--- src/rtl/traffic_phase_scheduler.sv ---
// traffic_phase_scheduler
// Four-phase signal controller. Each phase runs GREEN -> YELLOW -> ALLRED; the next phase
// is picked round-robin from pending demand when GREEN ends. P0 (main through) is the rest
// phase and holds green while nothing else is requested. emerg forces and holds P0.
//
// Ports
//   clk        rising-edge clock
//   rst        synchronous active-high reset
//   req[3:0]   per-phase request: [0] main through, [1] main turn, [2] side road, [3] ped
//   emerg      emergency preemption (level)
//   M1/MT/M2/S lamp codes: 3'b100 red, 3'b010 yellow, 3'b001 green
//   walk       pedestrian walk (P3 GREEN)
//   ped_clear  pedestrian clearance (P3 YELLOW)
//   phase      current phase index
//   state      2'b00 GREEN, 2'b01 YELLOW, 2'b10 ALLRED
module traffic_phase_scheduler #(
   parameter int unsigned GREEN_MIN = 4,
   parameter int unsigned GREEN_MAX = 8,
   parameter int unsigned YELLOW_T  = 3,
   parameter int unsigned ALLRED_T  = 2
) (
   input  logic       clk,
   input  logic       rst,
   input  logic [3:0] req,
   input  logic       emerg,
   output logic [2:0] M1,
   output logic [2:0] MT,
   output logic [2:0] M2,
   output logic [2:0] S,
   output logic       walk,
   output logic       ped_clear,
   output logic [1:0] phase,
   output logic [1:0] state
);

   typedef enum logic [1:0] {
      StGreen  = 2'b00,
      StYellow = 2'b01,
      StAllred = 2'b10
   } state_e;

   localparam logic [2:0] LampRed    = 3'b100;
   localparam logic [2:0] LampYellow = 3'b010;
   localparam logic [2:0] LampGreen  = 3'b001;

   localparam logic [4:0] GreenMinM1  = 5'(GREEN_MIN - 1);
   localparam logic [4:0] GreenMaxM1  = 5'(GREEN_MAX - 1);
   localparam logic [4:0] YellowLast  = 5'(YELLOW_T - 1);
   localparam logic [4:0] AllredLast  = 5'(ALLRED_T - 1);

   state_e     state_q, state_d;
   logic [1:0] phase_q, phase_d;
   logic [1:0] next_q, next_d;
   logic [4:0] count_q, count_d;
   logic [3:0] pending_q, pending_d;

   logic [3:0] demand;
   logic       other_demand;
   logic [3:0] clr;
   logic [1:0] rr_sel;
   logic       rr_found;
   logic [1:0] idx;
   logic [1:0] green_phase;
   logic [3:0] gmask;  // {S, M2, MT, M1} lamps that are green in the current phase

   // P0 is always wanted while we are away from it, so non-rest phases always terminate.
   assign demand       = pending_q | {3'b000, (phase_q != 2'd0)};
   assign other_demand = |(demand & ~(4'b0001 << phase_q));

   always_comb begin : next_state
      state_d     = state_q;
      phase_d     = phase_q;
      next_d      = next_q;
      count_d     = count_q;
      clr         = 4'b0000;
      rr_sel      = phase_q;
      rr_found    = 1'b0;
      idx         = phase_q;
      green_phase = next_q;

      for (int k = 1; k < 4; k++) begin
         idx = phase_q + 2'(k);
         if (!rr_found && demand[idx]) begin
            rr_sel   = idx;
            rr_found = 1'b1;
         end
      end

      unique case (state_q)
         StGreen: begin
            if (emerg && (phase_q != 2'd0)) begin
               state_d = StYellow;
               next_d  = 2'd0;
               count_d = '0;
            end else if (!emerg && other_demand &&
                         (((count_q >= GreenMinM1) && !req[phase_q]) ||
                          (count_q == GreenMaxM1))) begin
               state_d = StYellow;
               next_d  = rr_sel;
               count_d = '0;
            end else if (count_q != GreenMaxM1) begin
               count_d = count_q + 5'd1;
            end
         end
         StYellow: begin
            if (emerg) next_d = 2'd0;
            if (count_q == YellowLast) begin
               state_d = StAllred;
               count_d = '0;
            end else begin
               count_d = count_q + 5'd1;
            end
         end
         StAllred: begin
            if (emerg) next_d = 2'd0;
            if (count_q == AllredLast) begin
               green_phase = emerg ? 2'd0 : next_q;
               state_d     = StGreen;
               phase_d     = green_phase;
               count_d     = '0;
               clr         = 4'b0001 << green_phase;
            end else begin
               count_d = count_q + 5'd1;
            end
         end
         default: begin
            state_d = StAllred;
            count_d = '0;
         end
      endcase

      // Clear beats a same-cycle request; a held request re-sets the bit one cycle later.
      pending_d = (pending_q | req) & ~clr;
   end

   always_ff @(posedge clk) begin
      if (rst) begin
         state_q   <= StAllred;
         phase_q   <= 2'd0;
         next_q    <= 2'd0;
         count_q   <= '0;
         pending_q <= '0;
      end else begin
         state_q   <= state_d;
         phase_q   <= phase_d;
         next_q    <= next_d;
         count_q   <= count_d;
         pending_q <= pending_d;
      end
   end

   always_comb begin : lamp_decode
      gmask     = 4'b0000;
      M1        = LampRed;
      MT        = LampRed;
      M2        = LampRed;
      S         = LampRed;
      walk      = 1'b0;
      ped_clear = 1'b0;

      unique case (phase_q)
         2'd0: gmask = 4'b0101;
         2'd1: gmask = 4'b0011;
         2'd2: gmask = 4'b1000;
         2'd3: gmask = 4'b0000;
         default: gmask = 4'b0000;
      endcase

      if (state_q == StGreen) begin
         M1   = gmask[0] ? LampGreen : LampRed;
         MT   = gmask[1] ? LampGreen : LampRed;
         M2   = gmask[2] ? LampGreen : LampRed;
         S    = gmask[3] ? LampGreen : LampRed;
         walk = (phase_q == 2'd3);
      end else if (state_q == StYellow) begin
         M1        = gmask[0] ? LampYellow : LampRed;
         MT        = gmask[1] ? LampYellow : LampRed;
         M2        = gmask[2] ? LampYellow : LampRed;
         S         = gmask[3] ? LampYellow : LampRed;
         ped_clear = (phase_q == 2'd3);
      end
   end

   assign phase = phase_q;
   assign state = state_q;

endmodule

--- config.mk ---
export PLATFORM = sky130hd
export DESIGN_NAME = traffic_phase_scheduler
export DESIGN_NICKNAME = d
export VERILOG_FILES = /design/src/rtl/traffic_phase_scheduler.sv
export SDC_FILE = /design/constraint.sdc
export NUM_CORES = 1
export LEC_CHECK = 0
export BUFFER_PORTS_ARGS = -buffer_cell sky130_fd_sc_hd__buf_2
export CORE_MARGIN = 4
export CORE_UTILIZATION = 50
export CTS_CLUSTER_DIAMETER = 60
export DETAILED_ROUTE_END_ITERATION = 6
export PLACE_DENSITY = 0.72
export SYNTH_ARGS = -nofsm -noshare
export SYNTH_HDL_FRONTEND = slang
export SYNTH_SLANG_ARGS = --single-unit
--- constraint.sdc ---
create_clock -name clk -period 4.55 [get_ports clk]
set_input_delay 0.2275 -clock clk [delete_from_list [all_inputs] [get_ports clk]]
set_output_delay 0.2275 -clock clk [all_outputs]
set_load 0.01 [all_outputs]
==> results of run 1 <==
[routing by layer]
| layer | global-route usage (%) | part of all wire [%] | vias to the layer above |
|---|---|---|---|
| li1 | - | - | 592 |
| met1 | 25.1 | 46 | 538 |
| met2 | 28.2 | 45 | 49 |
| met3 | 5.57 | 8.5 | 4 |
| met4 | 4.97 | 0.84 | 0 |
| met5 | 0 | 0 | - |
[final timing paths]
| path | slack [ns] | depth (start not counted) | to |
|---|---|---|---|
| max reg2reg | 2.16 | 7 | count_q[1] |
| min reg2reg | 0.50 | 2 | pending_q[0] |
| min | 0.20 | 3 | pending_q[2] |
| max | 2.16 | 7 | count_q[1] |
[power groups by stage]
stage | Sequential (mW) | Combinational (mW) | Clock (mW)
after floorplan | 0.183 | 0.215 | 0
after global placement | 0.192 | 0.271 | 0
after detailed placement | 0.195 | 0.278 | 0
after CTS | 0.192 | 0.280 | 0.0825
after global routing | 0.196 | 0.319 | 0.0908
final | 0.193 | 0.281 | 0.0816
[flip-flops by register name (all words and copies together), names as in the netlist]
| name | count |
|---|---|
| count_q | 5 |
| pending_q | 4 |
| next_q | 2 |
| state | 2 |
| phase | 2 |
[area by class of cell]
cell class / instances / share of cell area, %
clock buffer: 3 / 1.61
inverter: 11 / 2.95
sequential: 15 / 21.5
timing repair buffer: 24 / 8.59
multi-input combinational: 122 / 62.3
clock inverter: 1 / 0.537
tap: 28 / 2.50
[worst max-delay path, stage by stage, from the launching register on]
cell	delay (ns)
dfxtp_1	0.61
inv_1	0.19
ha_1	0.28
nand2b_1	0.15
a41oi_1	0.37
a31oi_2	0.20
o211ai_1	0.31
o32ai_1	0.15
[cells by family (layout without fill, tap and decap cells)]
group	count (synthesis)	after routing	share of synthesized area, %
fa+ha+maj	13	13	13.0
xor+xnor	3	3	2.10
mux	3	3	3.41
simple gates	61	61	25.8
compound gates	42	42	25.6
buf+inv	18	39	6.11
flops	15	15	24.0
[metrics by stage]
stage / power (mW) / cell area, um^2 / utilization (%)
floorplan: 0.399 / 1250 / -
global placement: 0.463 / 1370 / 59.6
detailed placement: 0.472 / 1370 / 59.6
CTS: 0.555 / 1400 / 60.9
global route: 0.606 / 1400 / 60.9
finish: 0.555 / 1400 / 60.9
[cells in the final DEF, fill, tap and decap left out, types with 3 or more instances in the layout]
| master | count |
|---|---|
| nand2b_1 | 6 |
| a211oi_1 | 3 |
| clkbuf_4 | 3 |
| ha_1 | 13 |
| nor2_1 | 23 |
| inv_1 | 11 |
| dfxtp_1 | 15 |
| o21ai_0 | 9 |
| nand2_1 | 5 |
| nand3_1 | 3 |
| buf_2 | 24 |
| o22ai_1 | 4 |
| and2_1 | 8 |
| a21oi_1 | 7 |
| nor3_1 | 5 |
[synth_stat cells, types with 3 or more instances]
master    number  area [um^2]
and2_1         8         50.1
nand2_1        5         18.8
nand2b_1       6         37.5
a211oi_1       3         22.5
o21ai_0        9         45.0
o22ai_1        4         25.0
nor2_1        23         86.3
nor3_1         5         25.0
nand3_1        3         15.0
ha_1          13          163
dfxtp_1       15          300
inv_1         11         41.3
a21oi_1        7         35.0
clkbuf_1       5         18.8
==> flow_summary.ini, run 1 <==
[run_status]
status = finished, final reports clean

[power_and_ir_drop]
pwr-share-seq_pct = 34.7
swShare_pct = 44.8
clkPwrFrac_pct = 14.7
p_leak_nw = 0.599
p_comb_share_pct = 50.6
switching_power_mw = 0.249
peakVddDrop_mv = 0.338
p_int_mw = 0.307
power_density_nw_per_um2 = 397

[synthesis]
synth-edff-count = 0
yosys_warnings = 0
ys.flop_type = dfxtp_1
synthArstFlopShare_pct = 0
ys_types = 44
yosysSeqAreaShare_pct = 24.0
syn_inst = 155
avgSynthCellArea_um2 = 8.06
synth-seq-cells = 15
syn_nets = 175
syn_area_um2 = 1250

[cells_and_area]
fin_nets = 197
final_layout_size_suffix_gt1_share_pct = 23.9
regArea_um2 = 300
nFillCells = 207
layout.cells.non_filler = 204
syn_to_final_growth_pct = 12.0
antenna_cells = 0
multi_input_area_um2 = 872

[sta]
worst_slack_ns = 2.16
setup_viol = 0
fin_hold_ws_ns = 0.203
worst_slew_pin_slew_ns = 0.515
final-max-slew-violation-count = 0
rsz0062_at_grt = false
hold_violations = 0
skew_ns = 0.00584
fin_crit_ns = 2.39
max_freq_mhz = 418
fin_setup_tns_ns = 0
slew_headroom_pct = 64.8
fin_crit_sh_pct = 52.6

[placed_design]
finalWeightedCongestion = 0.846
dp_hpwl_um = 2200
port_buffers = 24
place_inst = 200
pre_cts_ws_ns = 2.20

[drt]
post_drt_wl_per_cell_um = 14.0
drc_errors = 0
viasPerCell = 5.80
vias = 1183
finalWirelength_um = 2850
drtPass1Iterations = 4
ant_nets = 0
drtIter0Drc = 54

[global_routing]
grt.overflow.total = 0
grt_max_degree = 16
grt_pass1_vias = 1036
antenna_found_initial = 0
grt_pass1_wl_um = 4820
grt.total_usage_pct = 18.5

[critical_path]
worstPathRequired_ns = 4.72
cp-end-kind = register
crit_path_max_fanout = 13
reg2reg_from = phase[1]
cp-startpoint = phase[1]
crit_path_start_kind = register
cp.arrival_ns = 2.56
crit_type = register to register

[hold_path]
min_from = req[2]
hp-class = primary input to register

[clock_network]
holdBufCountCts = 0
clk_pin_slew_ns = 0.10
cts_made_buffers = 3
root_buffer = clkbuf_4
clockBufferDepth = 2
cts-resized-gates = 0
htreeDepth = 1
cts_tree = yes
clock-sinks = 15
clk_latency_ns = 0.29
cts_setup_buffers = 0

[floorplanning]
fp.coreArea_um2 = 2300
die_x_um = 58.0
die-area_um2 = 3360
start_util_pct = 54.4
die_y_um = 58.0
std_cell_rows = 17
ios = 25

[job]
max_cap_violations = 0
Power figures use the tool's default switching activity.
==> run 2, diff against run 1 <==
--- a/config.mk
+++ b/config.mk
@@ -7,10 +7,10 @@
 export LEC_CHECK = 0
 export BUFFER_PORTS_ARGS = -buffer_cell sky130_fd_sc_hd__buf_2
 export CORE_MARGIN = 4
-export CORE_UTILIZATION = 50
+export CORE_UTILIZATION = 49
 export CTS_CLUSTER_DIAMETER = 60
 export DETAILED_ROUTE_END_ITERATION = 6
-export PLACE_DENSITY = 0.72
+export PLACE_DENSITY = 0.73
 export SYNTH_ARGS = -nofsm -noshare
 export SYNTH_HDL_FRONTEND = slang
 export SYNTH_SLANG_ARGS = --single-unit
==> constraint.sdc (replaced) <==
create_clock -name clk -period 2.15 [get_ports clk]
set_input_delay 0.1075 -clock clk [delete_from_list [all_inputs] [get_ports clk]]
set_output_delay 0.1075 -clock clk [all_outputs]
set_load 0.01 [all_outputs]
==> flow_summary.ini, run 2 (synthesis gave the netlist of run 1 again) <==
[clock_network]
clock-sinks = 15
cts_setup_buffers = 0
cts_tree = yes
htreeDepth = 1
cts_made_buffers = 3
clk_pin_slew_ns = 0.09
clockBufferDepth = 2
clk_latency_ns = 0.29
root_buffer = clkbuf_4

[critical_path]
crit_path_max_fanout = 6
crit_type = register to register
crit_path_start_kind = register
crit_chain = inv_1 > ha_1 > nand2b_1 > a41oi_2 > or4b_4 > o211ai_1 > o32ai_1
worstPathRequired_ns = 2.32
cp-end-kind = register
cp_slowest_cell = or4b_4
critPathMaxStageDelay_ns = 0.60
cp.arrival_ns = 2.19

[cells_and_area]
fin_nets = 208
final_common_cell = buf_2
final_layout_size_suffix_gt1_share_pct = 29.9
syn_to_final_growth_pct = 19.7
antenna_cells = 0
nFillCells = 212
layout_common_cells = buf_2, nor2_1, dfxtp_1, ha_1, buf_4
top_regs = count_q (5), pending_q (4)
regMostFlops = count_q
largest_reg_flops = 5

[drt]
drtIter0Drc = 46
ant_nets = 0
drtPass1Iterations = 4
viasPerCell = 5.70
post_drt_wl_per_cell_um = 13.7
drc_errors = 0
vias = 1236
finalWirelength_um = 2980

[global_routing]
grt_pass1_vias = 1147
grt_pass1_wl_um = 4860
antenna_found_initial = 0
grt_max_degree = 16
grt.overflow.total = 0
grt.total_usage_pct = 18.4

[sta]
worst_slew_pin_slew_ns = 0.452
fin_setup_tns_ns = 0
setup_viol = 0
hold_violations = 0
fin_crit_ns = 2.02
slew_headroom_pct = 69.8
fin_crit_sh_pct = 94.1
rsz0062_at_grt = false
final-max-slew-violation-count = 0
max_freq_mhz = 494
fin_hold_ws_ns = 0.0939
skew_ns = 0.00259

[placed_design]
port_buffers = 24
finalWeightedCongestion = 0.837
dp_hpwl_um = 2380

[hold_path]
hp-class = primary input to register

[power_and_ir_drop]
power_density_nw_per_um2 = 813
p_leak_nw = 0.658
peakVddDrop_mv = 0.544

[run_status]
status = finished, final reports clean

[floorplanning]
die_y_um = 58.5
ios = 25
fp.coreArea_um2 = 2450
start_util_pct = 50.9
std_cell_rows = 18
die-area_um2 = 3420
die_x_um = 58.5

[job]
max_cap_violations = 0
[run 2: final cells by class]
class / instances / area (um^2) / area share (%)
Timing Repair Buffer: 35 / 203 / 13.6
Clock buffer: 4 / 26.3 / 1.76
Tap cell: 30 / 37.5 / 2.51
Multi-Input combinational cell: 122 / 886 / 59.2
Inverter: 11 / 41.3 / 2.76
Sequential cell: 15 / 302 / 20.2
[run 2: power breakdown]
| part | leakage (nW) | internal, mW | switching (mW) |
|---|---|---|---|
| logic | 0.520 | 0.295 | 0.355 |
| clock network | 0.0150 | 0.0723 | 0.0922 |
| registers | 0.124 | 0.328 | 0.0731 |
| total | 0.658 | 0.696 | 0.520 |
[run 2: layer usage]
metal	up-vias	global-route usage (%)	wire, um
li1	616	-	-
met5	-	0	0
met1	569	23.0	1280
met2	46	31.1	1430
met4	0	7.62	47
met3	5	2.85	215
[run 2: worst paths after layout]
path	start	to	slack [ns]	cells after the start
max reg2reg	phase[0]	count_q[1]	0.13	7
min	req[3]	pending_q[3]	0.09	3
max	phase[0]	count_q[1]	0.13	7
min reg2reg	pending_q[0]	pending_q[0]	0.53	2
[run 2: through the flow]
step	instance area [um^2]	setup slack, ns	instances	total power [mW]	util [%]
final	1500	0.126	217	1.22	60.9
after global routing	1500	0.0197	217	1.31	60.9
after CTS	1480	0.0214	217	1.21	60.3
after detailed placement	1450	0.0391	213	1.04	59.2
after global placement	1450	0.137	213	1.02	59.2
after floorplan	1250	0.0472	155	0.844	-
[run 2: worst max-delay path: cells and delay by family (launching register included)]
family	cells	cell delay (ns)
compound gates	3	0.52
fa+ha+maj	1	0.16
buf+inv	1	0.13
flops	1	0.37
simple gates	2	0.73
[run 2: what timing repair did]
action | 4_1_cts | 5_1_grt
resized for setup | 0 | 6
endpoints found under the setup margin | 0 | 9
hold buffers | 0 | 0
